**config.mk**
```make
export PLATFORM = sky130hd
export DESIGN_NAME = td4_exec_ctrl_flat
export DESIGN_NICKNAME = d
export VERILOG_FILES = /design/src/rtl/td4_pkg.sv /design/src/rtl/td4_exec_ctrl_if.sv /design/src/rtl/td4_prog_store.sv /design/src/rtl/td4_exec_ctrl.sv /design/src/flat_wrapper.sv
export SDC_FILE = /design/constraint.sdc
export NUM_CORES = 1
export LEC_CHECK = 0
export BUFFER_PORTS_ARGS = -buffer_cell sky130_fd_sc_hd__buf_2
export CAP_MARGIN = 20
export CORE_ASPECT_RATIO = 1.5
export CORE_MARGIN = 2
export CORE_UTILIZATION = 25
export CTS_BUF_LIST = sky130_fd_sc_hd__clkbuf_4
export CTS_CLUSTER_DIAMETER = 150
export DETAILED_ROUTE_END_ITERATION = 12
export GPL_TIMING_DRIVEN = 0
export SLEW_MARGIN = 20
export SYNTH_ARGS = -nofsm -noshare
export SYNTH_HDL_FRONTEND = slang
export SYNTH_SLANG_ARGS = --single-unit
```
**constraint.sdc**
```tcl
create_clock -name clk -period 1.75 [get_ports clk]
set_input_delay 0.175 -clock clk [delete_from_list [all_inputs] [get_ports clk]]
set_output_delay 0.175 -clock clk [all_outputs]
set_load 0.02 [all_outputs]
```
**src/rtl/td4_pkg.sv**
```systemverilog
// Shared types and constants for the TD4 execution controller: state encoding,
// CMD opcode values and instruction-word field helpers.
package td4_pkg;

  localparam int INSN_W     = 8;
  localparam int FIELD_W    = 4;
  localparam int ADDR_W     = 4;
  localparam int PROG_DEPTH = 1 << ADDR_W;

  typedef logic [INSN_W-1:0]  td4_insn_t;
  typedef logic [FIELD_W-1:0] td4_field_t;
  typedef logic [ADDR_W-1:0]  td4_addr_t;

  typedef enum logic [1:0] {
    ST_HALT = 2'd0,
    ST_RUN  = 2'd1,
    ST_STEP = 2'd2
  } td4_state_e;

  // TD4 CMD field values (upper nibble of each instruction word).
  localparam td4_field_t OP_ADD_A_IM = 4'b0000;
  localparam td4_field_t OP_MOV_A_B  = 4'b0001;
  localparam td4_field_t OP_IN_A     = 4'b0010;
  localparam td4_field_t OP_MOV_A_IM = 4'b0011;
  localparam td4_field_t OP_MOV_B_A  = 4'b0100;
  localparam td4_field_t OP_ADD_B_IM = 4'b0101;
  localparam td4_field_t OP_IN_B     = 4'b0110;
  localparam td4_field_t OP_MOV_B_IM = 4'b0111;
  localparam td4_field_t OP_OUT_B    = 4'b1001;
  localparam td4_field_t OP_OUT_IM   = 4'b1011;
  localparam td4_field_t OP_JNC_IM   = 4'b1110;
  localparam td4_field_t OP_JMP_IM   = 4'b1111;

  function automatic td4_field_t insn_cmd(input td4_insn_t w);
    return w[INSN_W-1:FIELD_W];
  endfunction

  function automatic td4_field_t insn_data(input td4_insn_t w);
    return w[FIELD_W-1:0];
  endfunction

endpackage

```
**src/rtl/td4_exec_ctrl_if.sv**
```systemverilog
// Program-load and core-fetch bus between the TD4 core/loader (master) and the
// execution controller (slave).
interface td4_exec_ctrl_if;
  import td4_pkg::*;

  logic       prog_we;
  td4_addr_t  prog_addr;
  td4_insn_t  prog_data;
  td4_addr_t  pc;
  td4_field_t cmd;
  td4_field_t data;
  logic       cpu_en;

  modport master (
    output prog_we, prog_addr, prog_data, pc,
    input  cmd, data, cpu_en
  );

  modport slave (
    input  prog_we, prog_addr, prog_data, pc,
    output cmd, data, cpu_en
  );
endinterface

```
**src/rtl/td4_prog_store.sv**
```systemverilog
// 16x8 program register file: synchronous write, combinational read.
module td4_prog_store
  import td4_pkg::*;
(
  input  logic      clk,
  input  logic      we,
  input  td4_addr_t waddr,
  input  td4_insn_t wdata,
  input  td4_addr_t raddr,
  output td4_insn_t rdata
);

  td4_insn_t mem [PROG_DEPTH];

  // NOTE: storage has no reset on purpose so a loaded program survives clr;
  // only the write port is clocked.
  always_ff @(posedge clk) begin
    if (we) mem[waddr] <= wdata;
  end

  assign rdata = mem[raddr];

endmodule

```
**src/rtl/td4_exec_ctrl.sv**
```systemverilog
// TD4 execution sequencer: program store, HALT/RUN/STEP control, run-rate divider,
// step edge detector and retired counter. Optional breakpoint: TD4_BREAKPOINT_EN.
module td4_exec_ctrl
  import td4_pkg::*;
#(
  parameter int DIV   = 4,
  parameter int CNT_W = 16
) (
  input  logic             clk,
  input  logic             clr,
  input  logic             run_req,
  input  logic             halt_req,
  input  logic             step_req,
  td4_exec_ctrl_if.slave   bus,
  output logic [1:0]       state,
  output logic [CNT_W-1:0] retired
`ifdef TD4_BREAKPOINT_EN
  ,
  input  td4_addr_t        bp_addr,
  output logic             bp_hit
`endif
);

  localparam int DIV_W = (DIV > 1) ? $clog2(DIV) : 1;
  localparam logic [DIV_W-1:0] DIV_LAST = DIV_W'(DIV - 1);

  td4_state_e       state_q;
  logic [DIV_W-1:0] div_cnt;
  logic [DIV_W-1:0] div_nxt;
  logic             cpu_en_q;
  logic             step_q;
  logic             step_rise;
  logic             bp_block;
  td4_insn_t        insn;

  td4_prog_store u_prog_store (
    .clk   (clk),
    .we    (bus.prog_we && (state_q == ST_HALT)),
    .waddr (bus.prog_addr),
    .wdata (bus.prog_data),
    .raddr (bus.pc),
    .rdata (insn)
  );

  assign bus.cmd    = insn_cmd(insn);
  assign bus.data   = insn_data(insn);
  assign bus.cpu_en = cpu_en_q;
  assign state      = state_q;

  assign step_rise = step_req & ~step_q;
  assign div_nxt   = (div_cnt == DIV_LAST) ? '0 : div_cnt + 1'b1;

`ifdef TD4_BREAKPOINT_EN
  assign bp_block = (bus.pc == bp_addr);
`else
  assign bp_block = 1'b0;
`endif

  // NOTE: every register here is updated with <= so all branches see the
  // pre-edge values, regardless of statement order.
  always_ff @(posedge clk or negedge clr) begin
    if (!clr) begin
      state_q  <= ST_HALT;
      div_cnt  <= '0;
      cpu_en_q <= 1'b0;
      step_q   <= 1'b0;
      retired  <= '0;
`ifdef TD4_BREAKPOINT_EN
      bp_hit   <= 1'b0;
`endif
    end else begin
      step_q <= step_req;
      if (cpu_en_q && (retired != '1)) retired <= retired + 1'b1;

      unique case (state_q)
        ST_HALT: begin
          cpu_en_q <= 1'b0;
          div_cnt  <= '0;
          if (halt_req) begin
            state_q <= ST_HALT;
          end else if (step_rise) begin
            // Stepping deliberately executes over a breakpoint.
            state_q  <= ST_STEP;
            cpu_en_q <= 1'b1;
`ifdef TD4_BREAKPOINT_EN
            bp_hit   <= 1'b0;
`endif
          end else if (run_req) begin
            if ((DIV_LAST == '0) && bp_block) begin
              state_q <= ST_HALT;
`ifdef TD4_BREAKPOINT_EN
              bp_hit  <= 1'b1;
`endif
            end else begin
              state_q  <= ST_RUN;
              cpu_en_q <= (DIV_LAST == '0);
`ifdef TD4_BREAKPOINT_EN
              bp_hit   <= 1'b0;
`endif
            end
          end
        end

        ST_RUN: begin
          if (halt_req || !run_req) begin
            state_q  <= ST_HALT;
            cpu_en_q <= 1'b0;
            div_cnt  <= '0;
          end else if ((div_nxt == DIV_LAST) && bp_block) begin
            // The pulse that would execute the breakpoint PC is swallowed.
            state_q  <= ST_HALT;
            cpu_en_q <= 1'b0;
            div_cnt  <= '0;
`ifdef TD4_BREAKPOINT_EN
            bp_hit   <= 1'b1;
`endif
          end else begin
            div_cnt  <= div_nxt;
            cpu_en_q <= (div_nxt == DIV_LAST);
          end
        end

        ST_STEP: begin
          state_q  <= ST_HALT;
          cpu_en_q <= 1'b0;
          div_cnt  <= '0;
        end

        default: begin
          state_q  <= ST_HALT;
          cpu_en_q <= 1'b0;
          div_cnt  <= '0;
        end
      endcase
    end
  end

endmodule
```
**src/flat_wrapper.sv**
```systemverilog
// flat-port wrapper written by rule: the top's interface ports become plain ports
module td4_exec_ctrl_flat import td4_pkg::*;
#(
  parameter int DIV   = 4,
  parameter int CNT_W = 16
)
  (clk, clr, run_req, halt_req, step_req, state, retired, bus_prog_we, bus_prog_addr, bus_prog_data, bus_pc, bus_cmd, bus_data, bus_cpu_en);
  td4_exec_ctrl_if bus_i ();
  input  logic clk;
  input  logic clr;
  input  logic run_req;
  input  logic halt_req;
  input  logic step_req;
  output logic [1:0] state;
  output logic [CNT_W-1:0] retired;
  input wire logic [$bits(bus_i.prog_we)-1:0] bus_prog_we;
  input wire logic [$bits(bus_i.prog_addr)-1:0] bus_prog_addr;
  input wire logic [$bits(bus_i.prog_data)-1:0] bus_prog_data;
  input wire logic [$bits(bus_i.pc)-1:0] bus_pc;
  output wire logic [$bits(bus_i.cmd)-1:0] bus_cmd;
  output wire logic [$bits(bus_i.data)-1:0] bus_data;
  output wire logic [$bits(bus_i.cpu_en)-1:0] bus_cpu_en;
  assign bus_i.prog_we = bus_prog_we;
  assign bus_i.prog_addr = bus_prog_addr;
  assign bus_i.prog_data = bus_prog_data;
  assign bus_i.pc = bus_pc;
  assign bus_cmd = bus_i.cmd;
  assign bus_data = bus_i.data;
  assign bus_cpu_en = bus_i.cpu_en;
  td4_exec_ctrl #(.DIV(DIV), .CNT_W(CNT_W)) u_core (.clk(clk), .clr(clr), .run_req(run_req), .halt_req(halt_req), .step_req(step_req), .bus(bus_i), .state(state), .retired(retired));
endmodule
```
After elaboration in Yosys (flattened, before gate mapping)
Memories as Yosys holds them, arrays and structs flattened.
Cells that the tools add are included.
{"block": "word_totals", "ramBits": 128, "inputBits": 22, "wordCells": 36, "out_inout_bits": 27, "latchBits": 0, "romBits": 0, "memories": 1, "ff_bits": 22}
{"memory": "u_core.u_prog_store.mem", "depth": 16, "word_bits": 8, "read_ports": 1, "rd_ports_with_merged_regs": 0, "write_ports": 1, "line": "td4_prog_store.sv:13", "source": "td4_insn_t mem [PROG_DEPTH];"}
{"block": "classes", "n_mux": 14, "n_addsub": 2, "n_reduce_logical": 6, "n_shift": 0, "n_mul": 0, "eq_ne": 6, "div_mod_pow": 0, "n_lt_le_gt_ge": 0, "n_bitwise": 2}
{"op": "$add A16 B1 Y16 const B", "count": 1}
{"op": "$ne A16 B16 Y1 const B", "count": 1}
{"op": "$mux W2", "count": 7}
{"op": "$mux W1", "count": 5}
{"op": "$eq A2 B2 Y1 const B", "count": 2}
{"op": "$ne A4 B3 Y1 const B", "count": 1}
{"op": "$pmux W2 S2", "count": 1}
{"op": "$add A2 B1 Y2 const B", "count": 1}
{"op": "$eq A2 B1 Y1 const B", "count": 1}
{"op": "$logic_and A1 B1 Y1", "count": 2}
{"op": "$logic_not A2 Y1", "count": 1}
{"op": "$ne A2 B1 Y1 const B", "count": 1}
{"op": "$pmux W1 S2", "count": 1}
{"op": "$reduce_and A2 Y1", "count": 1}
{"op": "$and A1 B1 Y1", "count": 1}
{"op": "$logic_not A1 Y1", "count": 1}
{"op": "$logic_or A1 B1 Y1", "count": 1}
{"op": "$not A1 Y1", "count": 1}

Longest topological paths before layout
Gate-level depths: netlist (run 1).
{"block": "logic_depth", "ltp_word": 5, "depth_mapped": 6, "depth_no_buf": 5}

Hierarchy
A second synthesis (run 1) with hierarchy kept.
{"block": "hier_totals", "cells_unflattened": 312, "hier_area_um2": 6053.3}
{"mod": "td4_prog_store", "area_per_inst_um2": 4987.3, "cells_each": 221, "seq_area_each_um2": 3843.7, "n_inst": 1}
{"mod": "td4_exec_ctrl", "area_per_inst_um2": 1066.0, "cells_each": 91, "seq_area_each_um2": 550.5, "n_inst": 1}

Worst setup path after synthesis (run 1)
Ideal clock, no wire load.
{"block": "synth_timing", "kind": "register -> register", "startpoint": "register u_core.state_q[0], in the netlist u_core.state[0]", "endpoint": "memory u_core.u_prog_store.mem[0][0] in the netlist's numbering (enable)", "setup_time_ns": 0.383, "path_buffers": 0, "required_ns": 1.367, "path_slack_ns": -0.248, "path_stages_with_launch": 4, "t_arrival_ns": 1.614, "synth_period_minus_slack_ns": 1.998, "path_cell_list": "dfrtp_1 -> nor4b_1 -> nand2b_1 -> nor3_1"}
{"block": "synth_via", "elab_chain_cells": 4}
{"item": "from (decl)", "line": "td4_exec_ctrl.sv:27", "source": "td4_state_e state_q;"}
{"item": "from (signal assigned)", "line": "td4_exec_ctrl.sv:63", "source": "state_q <= ST_HALT;"}
{"item": "from (signal assigned)", "line": "td4_exec_ctrl.sv:80", "source": "state_q <= ST_HALT;"}
{"item": "from (signal assigned)", "line": "td4_exec_ctrl.sv:83", "source": "state_q <= ST_STEP;"}
{"item": "$logic_not A2 Y1", "line": "td4_exec_ctrl.sv:38", "source": ".we (bus.prog_we && (state_q == ST_HALT)),"}
{"item": "$logic_and A1 B1 Y1", "line": "td4_exec_ctrl.sv:38"}
{"item": "$mux W1", "line": "td4_prog_store.sv:18", "source": "if (we) mem[waddr] <= wdata;"}
{"item": "$mux W1 (implied by the code)", "line": "td4_prog_store.sv:18"}
{"item": "to (decl)", "line": "td4_prog_store.sv:13"}
Every way passes these cells.

Worst setup path after layout (run 1)
{"block": "layout_timing", "startpoint": "memory u_core.u_prog_store.mem[7][2] in the netlist's numbering", "endpoint": "output port bus_data[2]"}
{"block": "layout_via", "elab_chain_cells": 1}
{"item": "$mem_v2 Z16 W8"}
{"item": "to (decl)", "line": "flat_wrapper.sv:21", "source": "output wire logic [$bits(bus_i.data)-1:0] bus_data;"}
Every way passes these cells.

==> results.sh, run 1 <==
export IMPL_dieHeight_um=192.7
export IMPL_max_freq_mhz=455.8
export IMPL_cts_root_buf="clkbuf_4"
export IMPL_r2r_start="u_core.state[1]"
export IMPL_cts_tree="done"
export IMPL_synth_cell_types=36
export IMPL_firstDrtPassIters=7
export IMPL_synth_cells=316
export IMPL_io_pins=49
export IMPL_critPathLaunchType="flip-flop"
export IMPL_grt_pass1_vias=3401
export IMPL_path_max_fanout=1
export IMPL_dieArea_um2=25020
export IMPL_rsz0062_at_grt="true"
export IMPL_cts_buffer_depth=2
export IMPL_critPathKind="reg2out"
export IMPL_fin_crit_sh=1.254
export IMPL_post_drt_wl_per_cell_um=18.09
export IMPL_core_area_um2=23480
export IMPL_syn_cell_area_um2=5936
export IMPL_drt_iter0_markers=222
export IMPL_required_ps=1570
export IMPL_synth_seq_cells=150
export IMPL_path_cells="mux4_2, a22oi_2, nand2_1, buf_2"
export IMPL_layout_min_cycle_time_ps=2194
export IMPL_critPathBufInv=1
export IMPL_finClkSkew_ps=19.23
export IMPL_synth_fp_nets=341
export IMPL_hp_class="in2async"
export IMPL_critPathMaxStageDelay_ps=510
export IMPL_relSlewSlack=0.4161
export IMPL_hold_ws_ps=106.0
export IMPL_placed_cells=682
export IMPL_yosysSeqAreaShare=0.7403
export IMPL_fin_cells=752
export IMPL_outcome="finished with violations"
export IMPL_hold_viol=0
export IMPL_drive_gt1_frac=0.4213
export IMPL_setup_violations_final=8
export IMPL_r2r_cells=6
export IMPL_slew_violations=0
export IMPL_clock_sink_count=150
export IMPL_fin_ws_ps=-444.1
export IMPL_drcViolationCount=0
export IMPL_rows=69
export IMPL_dp_hpwl_um=8594
export IMPL_die_w_um=129.8
export IMPL_yosys_warnings=0
export IMPL_slowest_stage="mux4_2"
export IMPL_vias_per_cell=4.481
export IMPL_grt_pass1_wl_um=20260
export IMPL_vias=3370
export IMPL_grt_use_total=0.1124
export IMPL_initial_core_util=0.2528
export IMPL_cts_max_level=4
export IMPL_ant_nets=0
export IMPL_r2r_end="u_core.u_prog_store.mem[1][4]"
export IMPL_numCtsBuffers=17
export IMPL_r2r_slack_ps=10
export IMPL_powerDensity_nw_per_um2=972.8
export IMPL_endpoint_kind="output pin"
export IMPL_num_fill_cells=2278
export IMPL_synthTopCellsByArea="edfxtp_1, mux4_2, dfrtp_1"
export IMPL_insertion_delay_ps=560
export IMPL_violations="negative setup slack"
export IMPL_yosysTopAreaCell="edfxtp_1"
export IMPL_grt_max_degree=23
export IMPL_finalNetCount=444
export IMPL_antenna_found_initial=1
export IMPL_drt_total_wl_um=13600
export IMPL_cp_top_family="multiplexers"
export IMPL_worstMarginPinSlew_ps=872.6
export IMPL_place_congestion=0.8155
export IMPL_area_delta_synth_final_pct=29.70
export IMPL_postSynthAreaPerCell_um2=18.78
export IMPL_gr_total_overflow=0
export IMPL_cap_violations=0
export IMPL_p_leak_uw=0.002612
export IMPL_synth_top_cell_area_share=0.6476
export IMPL_cp_data_arrival_time_ps=2020
export IMPL_portBuffers=47
export IMPL_peakVddDrop_mv=0.8620
export IMPL_clk_pin_slew_ps=160
==> synth_stat cells <==
library cell / n
edfxtp_1: 128
mux4_2: 32
dfrtp_1: 22
nor2_1: 21
nand2_1: 17
a22oi_1: 16
xnor2_1: 10
nand3_1: 9
nand4_1: 8
nor3_1: 8
clkbuf_1: 5
buf_2: 4
nand2b_1: 4
and2_1: 3
ha_1: 3
inv_1: 3
and3_1: 2
nor2b_1: 2
xor2_1: 2
a21boi_0: 1
a311o_1: 1
a311oi_1: 1
a41o_1: 1
and4_1: 1
and4_2: 1
buf_1: 1
buf_6: 1
mux2_2: 1
mux2_4: 1
mux2i_1: 1
nand4_2: 1
nor3b_1: 1
nor4b_1: 1
nor4bb_1: 1
o21ai_0: 1
o41a_1: 1
==> worst max path at each step <==
stage | startpoint | end | slack, ps | depth (start not counted)
3_3_place_gp | u_core.state[0] | u_core.u_prog_store.mem[12][1] | -850 | 3
3_5_place_dp | u_core.state[0] | u_core.u_prog_store.mem[6][6] | -810 | 3
4_1_cts | u_core.u_prog_store.mem[7][7] | bus_cmd[3] | -450 | 4
5_1_grt | u_core.u_prog_store.mem[7][2] | bus_data[2] | -520 | 4
6_report | u_core.u_prog_store.mem[7][2] | bus_data[2] | -440 | 4
2_1_floorplan | u_core.state[0] | u_core.u_prog_store.mem[12][0] | -70 | 3
==> state kept, by name, indices dropped and copies added, names as in the netlist <==
register and flops:
u_core.u_prog_store.mem 128, u_core.retired 16, u_core.div_cnt 2, u_core.state 2, u_core.bus.cpu_en 1, u_core.step_q 1
==> layer usage <==
layer	vias to the layer above	GRT usage	wire length [µm]	part of all wire
li1	1494	-	-	-
met1	1750	0.1233	5382	0.40
met2	107	0.2062	7431	0.55
met3	19	0.02551	449	0.033
met4	0	0.04673	338	0.025
met5	-	0	0	0
==> power breakdown <==
group / internal (µW) / switching [µW] / leakage (µW)
combinational: 318 / 443 / 0.000978
sequential: 3970 / 91.9 / 0.00144
clock: 1210 / 1460 / 0.000190
total: 5490 / 1990 / 0.00261
==> kinds of logic (layout without fill, tap and decap cells) <==
| group | count (synthesis) | in the layout | synth area share |
|---|---|---|---|
| simple gates | 80 | 80 | 0.06809 |
| fa+ha+maj | 3 | 3 | 0.006324 |
| flops | 150 | 150 | 0.7403 |
| other cells | 0 | 1 | 0 |
| buf+inv | 14 | 130 | 0.01096 |
| mux | 35 | 35 | 0.1275 |
| xor+xnor | 12 | 12 | 0.01771 |
| compound gates | 22 | 22 | 0.02909 |
==> cell type report <==
class                      count  area, µm²  share of cell area
sequential                   150       4400              0.5716
multi-input combinational    152       1729              0.2246
timing repair buffer          84      739.5             0.09605
tap                          319      399.1             0.05184
clock inverter                15      235.2             0.03055
clock buffer                  17      127.6             0.01658
buffer                        11      53.80            0.006988
inverter                       3      11.26            0.001463
antenna                        1      2.502           0.0003250
==> cell usage in the layout (no fill, tap or decap), types with 9 or more instances in the layout <==
master and instances:
a22oi_1 9, buf_12 13, buf_2 49, clkbuf_4 17
dfrtp_1 17, dlygate4sd3_1 13, edfxtp_1 128, mux4_2 32
nand2_1 13, nand3_1 9, nor2_1 9, nor2_4 12
xnor2_1 10
==> through the flow <==
| step | power [µW] | cell area [µm²] | worst slack [ps] | setup TNS [ps] | util |
|---|---|---|---|---|---|
| after floorplan | 4478 | 5971 | -68.60 | -2773 | - |
| after global placement | 4733 | 6605 | -852.8 | -92400 | 0.2813 |
| after detailed placement | 4748 | 6605 | -810.0 | -92170 | 0.2813 |
| after CTS | 7512 | 7662 | -448.9 | -3413 | 0.3263 |
| after global routing | 7754 | 7699 | -522.7 | -4211 | 0.3278 |
| final | 7489 | 7699 | -444.1 | -2939 | 0.3278 |
==> timing repair <==
action,in CTS,in global routing
setup endpoints to repair,139,63
buffers inserted,22,2
hold buffers,13,0
endpoints found under the hold margin,121,0
pin swaps,26,7
resized for setup,56,7
Power figures use the tool's default switching activity.
==> run 2: changes to the inputs <==
--- a/config.mk
+++ b/config.mk
@@ -14,6 +14,7 @@
 export CTS_CLUSTER_DIAMETER = 150
 export DETAILED_ROUTE_END_ITERATION = 12
 export GPL_TIMING_DRIVEN = 0
+export MAX_ROUTING_LAYER = met4
 export SLEW_MARGIN = 20
 export SYNTH_ARGS = -nofsm -noshare
 export SYNTH_HDL_FRONTEND = slang
==> run 2 against run 1 <==
Effect of this change: the run still ends with negative setup slack left; wire length decreased by 0.19%; critical path depth unchanged; total power decreased by 0.29%; final cell count unchanged; sequential share of layout area unchanged; register-to-register slack about the same; maximum frequency increased by 0.10%; core utilization unchanged; sequential cell count unchanged; sequential power about the same; clock skew about the same.
==> results.sh, run 2 (synthesis results as in run 1) <==
export IMPL_drcViolationCount=0
export IMPL_dieHeight_um=192.7
export IMPL_portBuffers=47
export IMPL_cp_endpoint="bus_data[2]"
export IMPL_relSlewSlack=0.4135
export IMPL_io_pins=49
export IMPL_ant_nets=0
export IMPL_critPathLaunchType="flip-flop"
export IMPL_grt_pass1_vias=3386
export IMPL_reg_top3="u_core.u_prog_store.mem (128), u_core.retired (16)"
export IMPL_fin_util=0.3278
export IMPL_powerDensity_nw_per_um2=970.0
export IMPL_setup_violations_final=10
export IMPL_r2r_cells=6
export IMPL_r2r_slack_ps=0
export IMPL_largest_reg_flops=128
export IMPL_vias_per_cell=4.471
export IMPL_grt_pass1_wl_um=20320
export IMPL_p_int_uw=5495
export IMPL_pwr_share_seq=0.543
export IMPL_switching_share=0.2641
export IMPL_critPathKind="reg2out"
export IMPL_layout_min_cycle_time_ps=2192
export IMPL_cp_startpoint="u_core.u_prog_store.mem[7][2]"
export IMPL_worstMarginPinSlew_ps=876.6
export IMPL_drt_total_wl_um=13580
export IMPL_dp_hpwl_um=8594
export IMPL_layout_common_cells="edfxtp_1, buf_2, mux4_2"
export IMPL_final_common_cell="edfxtp_1"
export IMPL_grt_use_total=0.1159
export IMPL_rows=69
export IMPL_cap_violations=0
export IMPL_fin_crit_sh=1.252
export IMPL_top_register="u_core.u_prog_store.mem"
export IMPL_cts_root_buf="clkbuf_4"
export IMPL_p_leak_uw=0.002612
export IMPL_dieArea_um2=25020
export IMPL_antenna_found_initial=1
export IMPL_r2r_end="u_core.u_prog_store.mem[1][4]"
export IMPL_numCtsBuffers=17
export IMPL_clk_pin_slew_ps=160
export IMPL_p_switching_uw=1972
export IMPL_place_congestion=0.8276
export IMPL_finClkSkew_ps=19.01
export IMPL_grt_max_degree=23
export IMPL_slew_violations=0
export IMPL_fin_ws_ps=-441.9
export IMPL_hold_viol=0
export IMPL_hold_ws_ps=115.2
export IMPL_max_freq_mhz=456.2
export IMPL_tns_ps=-2878
export IMPL_gr_total_overflow=0
export IMPL_core_area_um2=23480
export IMPL_required_ps=1570
export IMPL_cts_max_level=4
export IMPL_violations="negative setup slack"
export IMPL_insertion_delay_ps=550
export IMPL_cts_tree="done"
export IMPL_power_uw=7467
export IMPL_die_w_um=129.8
export IMPL_post_drt_wl_per_cell_um=18.05
export IMPL_power_frac_clock=0.355
export IMPL_cp_data_arrival_time_ps=2020
export IMPL_drive_gt1_frac=0.4213
export IMPL_combPwrFrac=0.102
export IMPL_vias=3362
export IMPL_firstDrtPassIters=4
export IMPL_area_delta_synth_final_pct=29.70
export IMPL_endpoint_kind="output pin"
export IMPL_cts_buffer_depth=2
export IMPL_hp_class="in2async"
export IMPL_drt_iter0_markers=244
export IMPL_path_max_fanout=1
export IMPL_initial_core_util=0.2528
export IMPL_r2r_start="u_core.state[1]"
export IMPL_clock_sink_count=150
export IMPL_outcome="finished with violations"
export IMPL_peakVddDrop_mv=0.8580
export IMPL_rsz0062_at_grt="true"
export IMPL_finalNetCount=444
run 2: layout make-up:
| cell class | count | area, µm² |
|---|---|---|
| Tap cell | 319 | 399.1 |
| Clock inverter | 15 | 235.2 |
| Clock buffer | 17 | 127.6 |
| Sequential cell | 150 | 4400 |
| Multi-Input combinational cell | 152 | 1729 |
| Fill cell | 2278 | 15780 |
| Antenna cell | 1 | 2.502 |
| Timing Repair Buffer | 84 | 739.5 |
| Buffer | 11 | 53.80 |
| Inverter | 3 | 11.26 |
run 2: layer usage:
layer | vias up | global-route usage | wire length [µm]
li1 | 1491 | - | -
met1 | 1740 | 0.1235 | 5203
met2 | 113 | 0.2064 | 7491
met3 | 18 | 0.02689 | 537
met4 | 0 | 0.04549 | 343
met5 | - | - | 0
run 2: through the flow:
step	cell area, µm²	worst slack [ps]	instances
after global placement	6605	-852.8	682
final	7699	-441.9	752
after CTS	7662	-448.9	749
after floorplan	5971	-68.60	316
after global routing	7699	-527.8	752
after detailed placement	6605	-810.0	682
run 2: how the worst min path moves through the flow:
stage                     start                end  slack [ps]  cells past startpoint
final                       clr  u_core.retired[5]         120                      2
after global routing        clr  u_core.retired[4]          70                      2
after CTS                   clr      u_core.step_q          60                      2
after detailed placement    clr      u_core.step_q         170                      1
after global placement      clr  u_core.div_cnt[1]         160                      1
after floorplan             clr  u_core.bus.cpu_en        -120                      0
run 2: worst max-delay path: stages, from the launching register on:
cell and delay, ps:
edfxtp_1 390, mux4_2 510, a22oi_2 300, nand2_1 120, buf_2 170
run 2: power groups by stage:
stage | sequential [µW] | combinational (µW) | clock [µW]
floorplan | 4180 | 300 | 0
global placement | 4130 | 605 | 0
detailed placement | 4130 | 617 | 0
CTS | 4060 | 732 | 2720
global route | 4070 | 811 | 2880
finish | 4060 | 761 | 2650
run 2: repair_timing:
| action | in CTS | in global routing |
|---|---|---|
| pin swaps | 26 | 7 |
| endpoints found under the setup margin | 139 | 61 |
| hold buffers | 13 | 0 |
| buffers inserted | 22 | 2 |
| endpoints found under the hold margin | 121 | 0 |
| cloned | 0 | 0 |
| gates resized for setup | 56 | 7 |
